===== src/rtl/oled_spi_sink_pkg.sv =====
// Shared constants and types for the OLED SPI sink: command opcodes,
// parser state encoding and default panel geometry.
package oled_spi_sink_pkg;

  localparam int DEFAULT_WIDTH  = 96;
  localparam int DEFAULT_HEIGHT = 64;

  localparam logic [7:0] CMD_SET_COL = 8'h15;
  localparam logic [7:0] CMD_SET_ROW = 8'h75;

  typedef enum logic [2:0] {
    IDLE,
    COL_START,
    COL_END,
    ROW_START,
    ROW_END
  } parse_state_e;

endpackage


===== src/rtl/oled_spi_sink_if.sv =====
// Bundle of the SPI pins driven by the display master and the decoded
// command/pixel outputs of the sink.
interface oled_spi_sink_if;

  logic       oled_csn;
  logic       oled_clk;
  logic       oled_mosi;
  logic       oled_dc;
  logic       oled_resn;

  logic       cmd_valid;
  logic [7:0] cmd_byte;
  logic       pix_valid;
  logic [6:0] pix_x;
  logic [5:0] pix_y;
  logic [7:0] pix_color;
  logic       frame_done;

  modport master (
    output oled_csn, oled_clk, oled_mosi, oled_dc, oled_resn,
    input  cmd_valid, cmd_byte, pix_valid, pix_x, pix_y, pix_color, frame_done
  );

  modport slave (
    input  oled_csn, oled_clk, oled_mosi, oled_dc, oled_resn,
    output cmd_valid, cmd_byte, pix_valid, pix_x, pix_y, pix_color, frame_done
  );

endinterface


===== src/rtl/oled_spi_sink_spi_byte_rx.sv =====
// SPI byte receiver: 2-flop synchronizers on all pins, SCK rising-edge
// detect and MSB-first shifter; byte_strobe marks the cycle the 8th bit lands.
module spi_byte_rx (
  input  logic       clk,
  input  logic       resn,
  input  logic       spi_csn,
  input  logic       spi_clk,
  input  logic       spi_mosi,
  input  logic       spi_dc,
  input  logic       spi_resn,
  output logic [7:0] rx_byte,
  output logic       rx_dc,
  output logic       byte_strobe,
  output logic       spi_resn_sync
);

  // Bit order: {resn, dc, mosi, clk, csn}; csn idles high, display reset held until synced.
  localparam logic [4:0] SYNC_RST = 5'b00001;

  logic [4:0] raw_in;
  logic [4:0] sync1_q, sync2_q;
  logic       csn_s, sclk_s, mosi_s, dc_s;

  logic       sclk_prev_q, sclk_prev_d;
  logic [6:0] shift_q, shift_d;
  logic [2:0] bit_cnt_q, bit_cnt_d;
  logic       sclk_rise;

  assign raw_in = {spi_resn, spi_dc, spi_mosi, spi_clk, spi_csn};

  always_ff @(posedge clk or negedge resn) begin
    if (!resn) begin
      sync1_q <= SYNC_RST;
      sync2_q <= SYNC_RST;
    end else begin
      sync1_q <= raw_in;
      sync2_q <= sync1_q;
    end
  end

  assign csn_s         = sync2_q[0];
  assign sclk_s        = sync2_q[1];
  assign mosi_s        = sync2_q[2];
  assign dc_s          = sync2_q[3];
  assign spi_resn_sync = sync2_q[4];

  assign sclk_rise = sclk_s & ~sclk_prev_q;

  always_comb begin
    sclk_prev_d = sclk_s;
    shift_d     = shift_q;
    bit_cnt_d   = bit_cnt_q;
    byte_strobe = 1'b0;
    rx_byte     = {shift_q, mosi_s};
    rx_dc       = dc_s;
    if (!spi_resn_sync || csn_s) begin
      bit_cnt_d = 3'd0;
    end else if (sclk_rise) begin
      shift_d   = {shift_q[5:0], mosi_s};
      bit_cnt_d = bit_cnt_q + 3'd1;
      // Counter wraps to 0 on its own after the 8th bit.
      byte_strobe = (bit_cnt_q == 3'd7);
    end
  end

  always_ff @(posedge clk or negedge resn) begin
    if (!resn) begin
      sclk_prev_q <= 1'b0;
      shift_q     <= '0;
      bit_cnt_q   <= '0;
    end else begin
      sclk_prev_q <= sclk_prev_d;
      shift_q     <= shift_d;
      bit_cnt_q   <= bit_cnt_d;
    end
  end

endmodule


===== src/rtl/oled_spi_sink.sv =====
// OLED SPI sink: decodes column/row window commands and turns data bytes
// into addressed pixel writes. Define OLED_SPI_SINK_FRAME_EN for frame_done.
module oled_spi_sink
  import oled_spi_sink_pkg::*;
#(
  parameter int WIDTH  = DEFAULT_WIDTH,
  parameter int HEIGHT = DEFAULT_HEIGHT
) (
  input  logic            clk,
  input  logic            resn,
  oled_spi_sink_if.slave  bus
);

  localparam logic [6:0] X_MAX = 7'(WIDTH - 1);
  localparam logic [5:0] Y_MAX = 6'(HEIGHT - 1);

  logic [7:0] rx_byte;
  logic       rx_dc;
  logic       byte_strobe;
  logic       oled_resn_s;

  spi_byte_rx u_rx (
    .clk           (clk),
    .resn          (resn),
    .spi_csn       (bus.oled_csn),
    .spi_clk       (bus.oled_clk),
    .spi_mosi      (bus.oled_mosi),
    .spi_dc        (bus.oled_dc),
    .spi_resn      (bus.oled_resn),
    .rx_byte       (rx_byte),
    .rx_dc         (rx_dc),
    .byte_strobe   (byte_strobe),
    .spi_resn_sync (oled_resn_s)
  );

  parse_state_e state_q, state_d;
  logic [6:0]   col_start_q, col_start_d, col_end_q, col_end_d, x_q, x_d;
  logic [5:0]   row_start_q, row_start_d, row_end_q, row_end_d, y_q, y_d;
  logic         cmd_valid_q, cmd_valid_d, pix_valid_q, pix_valid_d;
  logic [7:0]   cmd_byte_q, cmd_byte_d, pix_color_q, pix_color_d;
  logic [6:0]   pix_x_q, pix_x_d;
  logic [5:0]   pix_y_q, pix_y_d;
  logic [6:0]   arg_x;
  logic [5:0]   arg_y;
`ifdef OLED_SPI_SINK_FRAME_EN
  logic         frame_done_q, frame_done_d;
`endif

  assign arg_x = (rx_byte > {1'b0, X_MAX}) ? X_MAX : rx_byte[6:0];
  assign arg_y = (rx_byte > {2'b00, Y_MAX}) ? Y_MAX : rx_byte[5:0];

  always_comb begin
    state_d     = state_q;
    col_start_d = col_start_q;
    col_end_d   = col_end_q;
    row_start_d = row_start_q;
    row_end_d   = row_end_q;
    x_d         = x_q;
    y_d         = y_q;
    cmd_valid_d = 1'b0;
    cmd_byte_d  = cmd_byte_q;
    pix_valid_d = 1'b0;
    pix_x_d     = pix_x_q;
    pix_y_d     = pix_y_q;
    pix_color_d = pix_color_q;
`ifdef OLED_SPI_SINK_FRAME_EN
    frame_done_d = 1'b0;
`endif
    if (!oled_resn_s) begin
      state_d     = IDLE;
      col_start_d = '0;
      col_end_d   = X_MAX;
      row_start_d = '0;
      row_end_d   = Y_MAX;
      x_d         = '0;
      y_d         = '0;
      cmd_byte_d  = '0;
      pix_x_d     = '0;
      pix_y_d     = '0;
      pix_color_d = '0;
    end else if (byte_strobe && !rx_dc) begin
      cmd_valid_d = 1'b1;
      cmd_byte_d  = rx_byte;
      case (state_q)
        IDLE: begin
          if (rx_byte == CMD_SET_COL)      state_d = COL_START;
          else if (rx_byte == CMD_SET_ROW) state_d = ROW_START;
        end
        COL_START: begin
          col_start_d = arg_x;
          state_d     = COL_END;
        end
        COL_END: begin
          col_end_d = (arg_x < col_start_q) ? col_start_q : arg_x;
          x_d       = col_start_q;
          state_d   = IDLE;
        end
        ROW_START: begin
          row_start_d = arg_y;
          state_d     = ROW_END;
        end
        ROW_END: begin
          row_end_d = (arg_y < row_start_q) ? row_start_q : arg_y;
          y_d       = row_start_q;
          state_d   = IDLE;
        end
        default: state_d = IDLE;
      endcase
    end else if (byte_strobe) begin
      // A pixel aborts any pending argument but keeps already latched values.
      state_d     = IDLE;
      pix_valid_d = 1'b1;
      pix_x_d     = x_q;
      pix_y_d     = y_q;
      pix_color_d = rx_byte;
      if (x_q >= col_end_q) begin
        x_d = col_start_q;
        if (y_q >= row_end_q) begin
          y_d = row_start_q;
`ifdef OLED_SPI_SINK_FRAME_EN
          frame_done_d = 1'b1;
`endif
        end else begin
          y_d = y_q + 6'd1;
        end
      end else begin
        x_d = x_q + 7'd1;
      end
    end
  end

  always_ff @(posedge clk or negedge resn) begin
    if (!resn) begin
      state_q     <= IDLE;
      col_start_q <= '0;
      col_end_q   <= X_MAX;
      row_start_q <= '0;
      row_end_q   <= Y_MAX;
      x_q         <= '0;
      y_q         <= '0;
      cmd_valid_q <= 1'b0;
      cmd_byte_q  <= '0;
      pix_valid_q <= 1'b0;
      pix_x_q     <= '0;
      pix_y_q     <= '0;
      pix_color_q <= '0;
    end else begin
      state_q     <= state_d;
      col_start_q <= col_start_d;
      col_end_q   <= col_end_d;
      row_start_q <= row_start_d;
      row_end_q   <= row_end_d;
      x_q         <= x_d;
      y_q         <= y_d;
      cmd_valid_q <= cmd_valid_d;
      cmd_byte_q  <= cmd_byte_d;
      pix_valid_q <= pix_valid_d;
      pix_x_q     <= pix_x_d;
      pix_y_q     <= pix_y_d;
      pix_color_q <= pix_color_d;
    end
  end

`ifdef OLED_SPI_SINK_FRAME_EN
  always_ff @(posedge clk or negedge resn) begin
    if (!resn) frame_done_q <= 1'b0;
    else       frame_done_q <= frame_done_d;
  end
  assign bus.frame_done = frame_done_q;
`else
  assign bus.frame_done = 1'b0;
`endif

  assign bus.cmd_valid = cmd_valid_q;
  assign bus.cmd_byte  = cmd_byte_q;
  assign bus.pix_valid = pix_valid_q;
  assign bus.pix_x     = pix_x_q;
  assign bus.pix_y     = pix_y_q;
  assign bus.pix_color = pix_color_q;

endmodule

===== src/flat_wrapper.sv =====
// flat-port wrapper written by rule: the top's interface ports become plain ports
module oled_spi_sink_flat import oled_spi_sink_pkg::*;
#(
  parameter int WIDTH  = DEFAULT_WIDTH,
  parameter int HEIGHT = DEFAULT_HEIGHT
)
  (clk, resn, bus_oled_csn, bus_oled_clk, bus_oled_mosi, bus_oled_dc, bus_oled_resn, bus_cmd_valid, bus_cmd_byte, bus_pix_valid, bus_pix_x, bus_pix_y, bus_pix_color, bus_frame_done);
  oled_spi_sink_if bus_i ();
  input  logic clk;
  input  logic resn;
  input wire logic [$bits(bus_i.oled_csn)-1:0] bus_oled_csn;
  input wire logic [$bits(bus_i.oled_clk)-1:0] bus_oled_clk;
  input wire logic [$bits(bus_i.oled_mosi)-1:0] bus_oled_mosi;
  input wire logic [$bits(bus_i.oled_dc)-1:0] bus_oled_dc;
  input wire logic [$bits(bus_i.oled_resn)-1:0] bus_oled_resn;
  output wire logic [$bits(bus_i.cmd_valid)-1:0] bus_cmd_valid;
  output wire logic [$bits(bus_i.cmd_byte)-1:0] bus_cmd_byte;
  output wire logic [$bits(bus_i.pix_valid)-1:0] bus_pix_valid;
  output wire logic [$bits(bus_i.pix_x)-1:0] bus_pix_x;
  output wire logic [$bits(bus_i.pix_y)-1:0] bus_pix_y;
  output wire logic [$bits(bus_i.pix_color)-1:0] bus_pix_color;
  output wire logic [$bits(bus_i.frame_done)-1:0] bus_frame_done;
  assign bus_i.oled_csn = bus_oled_csn;
  assign bus_i.oled_clk = bus_oled_clk;
  assign bus_i.oled_mosi = bus_oled_mosi;
  assign bus_i.oled_dc = bus_oled_dc;
  assign bus_i.oled_resn = bus_oled_resn;
  assign bus_cmd_valid = bus_i.cmd_valid;
  assign bus_cmd_byte = bus_i.cmd_byte;
  assign bus_pix_valid = bus_i.pix_valid;
  assign bus_pix_x = bus_i.pix_x;
  assign bus_pix_y = bus_i.pix_y;
  assign bus_pix_color = bus_i.pix_color;
  assign bus_frame_done = bus_i.frame_done;
  oled_spi_sink #(.WIDTH(WIDTH), .HEIGHT(HEIGHT)) u_core (.clk(clk), .resn(resn), .bus(bus_i));
endmodule

===== config.mk =====
export PLATFORM = sky130hd
export DESIGN_NAME = oled_spi_sink_flat
export DESIGN_NICKNAME = d
export VERILOG_FILES = /design/src/rtl/oled_spi_sink_pkg.sv /design/src/rtl/oled_spi_sink_if.sv /design/src/rtl/oled_spi_sink_spi_byte_rx.sv /design/src/rtl/oled_spi_sink.sv /design/src/flat_wrapper.sv
export SDC_FILE = /design/constraint.sdc
export NUM_CORES = 1
export LEC_CHECK = 0
export CORE_MARGIN = 1
export CORE_UTILIZATION = 55
export CTS_BUF_LIST = sky130_fd_sc_hd__clkbuf_2
export DETAILED_ROUTE_END_ITERATION = 6
export PLACE_DENSITY = 0.76
export REMOVE_ABC_BUFFERS = 1
export SYNTH_ARGS = -nofsm -noshare
export SYNTH_HDL_FRONTEND = slang
export SYNTH_SLANG_ARGS = --single-unit

===== constraint.sdc =====
create_clock -name clk -period 3.3 [get_ports clk]
set_input_delay 0.825 -clock clk [delete_from_list [all_inputs] [get_ports clk]]
set_output_delay 0.825 -clock clk [all_outputs]
set_load 0.03 [all_outputs]

Word level (Yosys, flattened, before mapping)
Cells that the tools add are included.
{ "classes": {"n_addsub": 3, "shift": 0, "order_cmp": 6, "bitwise": 3, "mux": 53, "eq_ne": 19, "n_div": 0, "reduce_logical": 15, "multipliers": 0} }
{ "op_table": {"columns": ["op", "n"], "rows": [
  ["two-way mux 7 bit", 16],
  ["two-way mux 6 bit", 17],
  ["two-way mux 8 bit", 5],
  ["two-way mux 3 bit", 7],
  ["AND reduction 2 bit", 8],
  ["!= test 2 x 1 -> 1 bit (second input constant)", 6],
  ["one-hot mux 3 bit (3 select lines)", 1],
  ["equality test 8 x 5 -> 1 bit (second input constant)", 1],
  ["equality test 8 x 7 -> 1 bit (second input constant)", 1],
  ["greater-than comparator 8 x 6 -> 1 bit (second input constant)", 1],
  ["greater-than comparator 8 x 7 -> 1 bit (second input constant)", 1],
  ["adder 7 x 1 -> 7 bit (second input constant)", 1],
  ["greater-or-equal comparator 7 bit", 1],
  ["< comparator 7 bit", 1],
  ["two-way mux 1 bit", 7],
  ["adder 6 x 1 -> 6 bit (second input constant)", 1],
  ["equality test 3 x 2 -> 1 bit (second input constant)", 2],
  ["equality test 3 bit (second input constant)", 2],
  ["greater-or-equal comparator 6 bit", 1],
  ["< comparator 6 bit", 1],
  ["!= test 3 x 1 -> 1 bit (second input constant)", 2],
  ["!= test 3 bit (second input constant)", 2],
  ["!= test 5 bit (second input constant)", 1],
  ["adder 3 x 1 -> 3 bit (second input constant)", 1],
  ["10 further kinds", 12]
]} }
{ "totals": {"regBits": 94, "mem_count": 0, "latch_bits": 0, "mem_bits_ro": 0, "ram_bits": 0, "wordCells": 117} }

Logic depth before layout (Yosys ltp)
{ "logic_depth": {"word_depth": 7, "ltp_mapped": 10, "ltp_nobuf": 9} }

Cells and area by module
A second synthesis with hierarchy kept.
{ "hier_totals": {"cells_unflattened": 447, "hier_area_um2": 4788.3} }
{ "modules_own_cells": {"columns": ["mod", "seq_area_each_um2", "cells_each", "instances", "area_per_inst_um2"], "rows": [
  ["oled_spi_sink", 1841.8, 405, 1, 4016.4],
  ["spi_byte_rx", 528.0, 42, 1, 772.0]
]} }

Worst setup path before layout
OpenSTA, ideal clock, no wires.
{ "synth_timing": {"path_type": "flip-flop to flip-flop", "startpoint": "register u_core.u_rx.shift_q[4]", "endpoint": "register u_core.col_end_q[0]", "arrival_time_ns": 2.290, "slack_ns": 0.937, "path_stages_with_launch": 10, "path_cell_list": "dfrtp_1 -> clkbuf_2 -> a21oi_1 -> and2_1 -> ha_1 -> and4_1 -> a221oi_1 -> o21ai_2 -> mux2i_1 -> a21oi_1"} }
{ "synth_via": {"elab_chain_len": 7} }
{ "synth_rtl": {"columns": ["item", "line", "source"], "rows": [
  ["start, declared", "oled_spi_sink_spi_byte_rx.sv:25", "logic [6:0] shift_q, shift_d;"],
  ["start signal, assigned", "oled_spi_sink_spi_byte_rx.sv:73", "shift_q <= shift_d;"],
  ["greater-than comparator 8 x 7 -> 1 bit", "oled_spi_sink.sv:49", "assign arg_x = (rx_byte > {1'b0, X_MAX}) ? X_MAX : rx_byte[6:0];"],
  ["two-way mux 7 bit *", "oled_spi_sink.sv:49", null],
  ["< comparator 7 bit", "oled_spi_sink.sv:94", "col_end_d = (arg_x < col_start_q) ? col_start_q : arg_x;"],
  ["two-way mux 7 bit *", "oled_spi_sink.sv:94", null],
  ["two-way mux 7 bit *", "oled_spi_sink.sv:84", "case (state_q)"],
  ["two-way mux 7 bit *", "oled_spi_sink.sv:81", "end else if (byte_strobe && !rx_dc) begin"],
  ["two-way mux 7 bit *", "oled_spi_sink.sv:69", "if (!oled_resn_s) begin"],
  ["end signal, assigned", "oled_spi_sink.sv:150", "col_end_q <= col_end_d;"],
  ["end, declared", "oled_spi_sink.sv:37", "logic [6:0] col_start_q, col_start_d, col_end_q, col_end_d, x_q, x_d;"]
]} }
Every way passes the cells marked *; elsewhere a longest branch is shown, timed or not. The select of a mux whose other input is x is not followed.
A chain may end at the register's enable or synchronous reset.

Worst setup path after layout
{ "layout_timing": {"startpoint": "register u_core.u_rx.shift_q[5]", "endpoint": "register u_core.col_end_q[0]"} }
Same word-level chain as after synthesis.

==> results_dict.tcl <==
set metrics [dict create \
    initial_utilization 0.575 \
    slew_headroom 0.514 \
    yosysTopAreaCell "dfrtp_1" \
    clk_latency_ns 0.54 \
    end_kind "flop" \
    instances_no_fill 624 \
    placed_area_um2 5220 \
    vias_per_cell 5.63 \
    powerDensity_nw_per_um2 453 \
    antenna_found_initial 0 \
    synth_warnings 0 \
    die_h_um 95.4 \
    drive_above_1_share 0.116 \
    synth_area_per_cell_um2 9.87 \
    vias 3512 \
    grt_pass1_wl_um 16900 \
    grt_overflow 0 \
    design_area_um2 5350 \
    p_leak_nw 2.58 \
    status "completed" \
    area_growth_pct 11.5 \
    max_cap_viol_count 0 \
    clock-skew-final_ns 0.0358 \
    coreArea_um2 8340 \
    ant_nets 0 \
    cts_tree "done" \
    die_w_um 95.4 \
    fin_crit_sh 0.845 \
    dp_hpwl_um 6890 \
    num_antenna_cells 0 \
    wire_per_inst_um 16.0 \
    drt_iter0_drc 205 \
    worst_pin_slew_ns 0.728 \
    critical_path_class "reg2reg" \
    cts_root_buf "clkbuf_2" \
    final_nets 549 \
    synth-seq-area-share 0.494 \
    vdd_drop_max_v 0.000260 \
    rows 33 \
    slew_viol_final 0 \
    synth_edf_count 0 \
    io_buffers 37 \
    post_cts_buffers 0 \
    cts_buffers 9 \
    rsz0062_at_grt "false" \
    finalSetupViolCount 0 \
    ctsHtreeMaxLevel 3 \
    cts.path.max_buffers 2 \
    grt_max_degree 54 \
    arrival_ns 3.27 \
    cts_sinks 94 \
    cts_hold_buf 0 \
    synth-async-reset-ratio 1.00 \
    io_pins 39 \
    gp_congestion 0.853 \
    place_inst 608 \
    finalSetupTns_ns 0 \
    synth_common_cells "dfrtp_1, nand2_1, inv_1, mux2i_1, o21ai_0" \
    die_area_um2 9090 \
    yosys.cell_types.count 53 \
    critPathLaunchType "flop" \
    synth_cells 486 \
    totalWireLength_um 9990 \
    first_pass_iters 4 \
    cts.reportedPaths.clkPinSlew_ns 0.26 \
    synth_seq_cells 94 \
    synth_area_leaders "dfrtp_1, dfstp_2, ha_1, mux2i_1, nand2_1" \
    fin_crit_ns 2.79 \
    synth_top_area_frac 0.418 \
    cts.repair.resized 0 \
    required_ns 3.78 \
    hold_viol 0 \
    grt_pass1_vias 3480 \
    max_clock_freq_mhz 359 \
    route.detailed.drc 0 \
    worstHoldPathType "in2async" \
    synth_area_um2 4790 \
    crit_path_max_fanout 13 \
    grtUsageTotal 0.245 \
    synthFlopType "dfrtp_1" \
    fillers 696 \
]
==> layout by cell type (no fill, tap or decap), drive strengths merged, types with 7 or more instances in the layout <==
cell type      synthesis  layout
mux2                   9       9
buf                   12       8
nand3                 17      17
mux2i                 30      30
nand2b                 7       7
o21ai                 33      33
or3                    9       9
nor3b                  7       7
dfrtp                 80      80
o22ai                  8       8
a21oi                 26      26
nor3                  11      11
nor2                  24      24
dfstp                 14      14
inv                   34      34
clkbuf                15      11
nand2                 80      80
ha                    28      28
clkdlybuf4s50          0      36
==> sequential cells by signal, indices dropped and copies added (netlist names) <==
signal,flops
u_core.bus.pix_x,7
u_core.u_rx.shift_q,7
u_core.col_start_q,7
u_core.col_end_q,7
u_core.bus.pix_y,6
u_core.bus.pix_valid,1
u_core.u_rx.sync1_q,5
u_core.state_q,3
u_core.u_rx.sync2_q,5
u_core.x_q,7
u_core.row_end_q,6
u_core.y_q,6
u_core.bus.pix_color,8
u_core.u_rx.bit_cnt_q,3
u_core.u_rx.sclk_prev_q,1
u_core.row_start_q,6
u_core.bus.cmd_valid,1
u_core.bus.cmd_byte,8
==> logic make-up (layout without fill, tap and decap cells) <==
family / after synthesis / in the layout / share of synthesized area
flip-flops: 94 / 94 / 0.494
buffers and inverters: 61 / 94 / 0.0535
adder cells (fa/ha/maj): 28 / 28 / 0.0731
AO/OA/AOI/OAI: 91 / 91 / 0.117
other: 1 / 1 / 0.000782
multiplexers: 39 / 39 / 0.0838
XOR/XNOR: 2 / 2 / 0.00365
AND/OR/NAND/NOR: 170 / 170 / 0.174
==> stage by stage <==
step                utilization  setup slack (ns)  power, W  hold WS [ns]
floorplan                     -             0.253   0.00166         0.331
global placement          0.626             0.749   0.00179         0.333
detailed placement        0.626             0.556   0.00181         0.338
CTS                       0.641             0.520   0.00244         0.281
global route              0.641             0.237   0.00256         0.272
finish                    0.641             0.513   0.00242         0.279
==> layout make-up <==
| class | instances | area (um^2) | share of cell area |
|---|---|---|---|
| Clock buffer | 11 | 55.1 | 0.0103 |
| Clock inverter | 5 | 73.8 | 0.0138 |
| Inverter | 34 | 128 | 0.0239 |
| Multi-Input combinational cell | 331 | 2170 | 0.406 |
| Sequential cell | 94 | 2370 | 0.443 |
| Tap cell | 105 | 131 | 0.0246 |
| Timing Repair Buffer | 44 | 420 | 0.0786 |
==> where the power goes <==
part           switching (W)  leakage, nW  internal, W  total (W)
combinational       0.000302         1.26     0.000252   0.000554
sequential         0.0000562         1.24      0.00118    0.00124
clock               0.000373       0.0833     0.000252   0.000626
==> critical path, stage by stage (launching register included) <==
cell	delay [ns]
dfrtp_1	0.54
a21oi_1	0.51
and2_1	0.25
ha_1	0.27
and4_1	0.21
a221oi_1	0.40
o21ai_2	0.24
mux2i_1	0.17
a21oi_1	0.16
==> path summary, 6_finish.rpt <==
path	start	cells past startpoint	endpoint	slack, ns
min in group clk	u_core.u_rx.sync1_q[0]$_DFF_PN1_	0	u_core.u_rx.sync2_q[0]$_DFF_PN1_	0.37
max in group asynchronous	resn	2	u_core.u_rx.sync2_q[0]$_DFF_PN1_	2.22
worst min register to register	u_core.u_rx.sync1_q[0]$_DFF_PN1_	0	u_core.u_rx.sync2_q[0]$_DFF_PN1_	0.37
worst min-delay path	resn	1	u_core.col_end_q[5]$_DFFE_PN0P_	0.28
worst max-delay path	u_core.u_rx.shift_q[5]$_DFFE_PN0P_	8	u_core.col_end_q[0]$_DFFE_PN1P_	0.51
worst max register to register	u_core.u_rx.shift_q[5]$_DFFE_PN0P_	8	u_core.col_end_q[0]$_DFFE_PN1P_	0.51
==> per-layer routing <==
| layer | up-vias | wire length [um] | track usage |
|---|---|---|---|
| met5 | - | 0 | 0 |
| met1 | 1707 | 4710 | 0.329 |
| li1 | 1721 | - | - |
| met4 | 0 | 133 | 0.0808 |
| met2 | 73 | 4770 | 0.402 |
| met3 | 11 | 368 | 0.0431 |
Power figures use the tool's default switching activity.
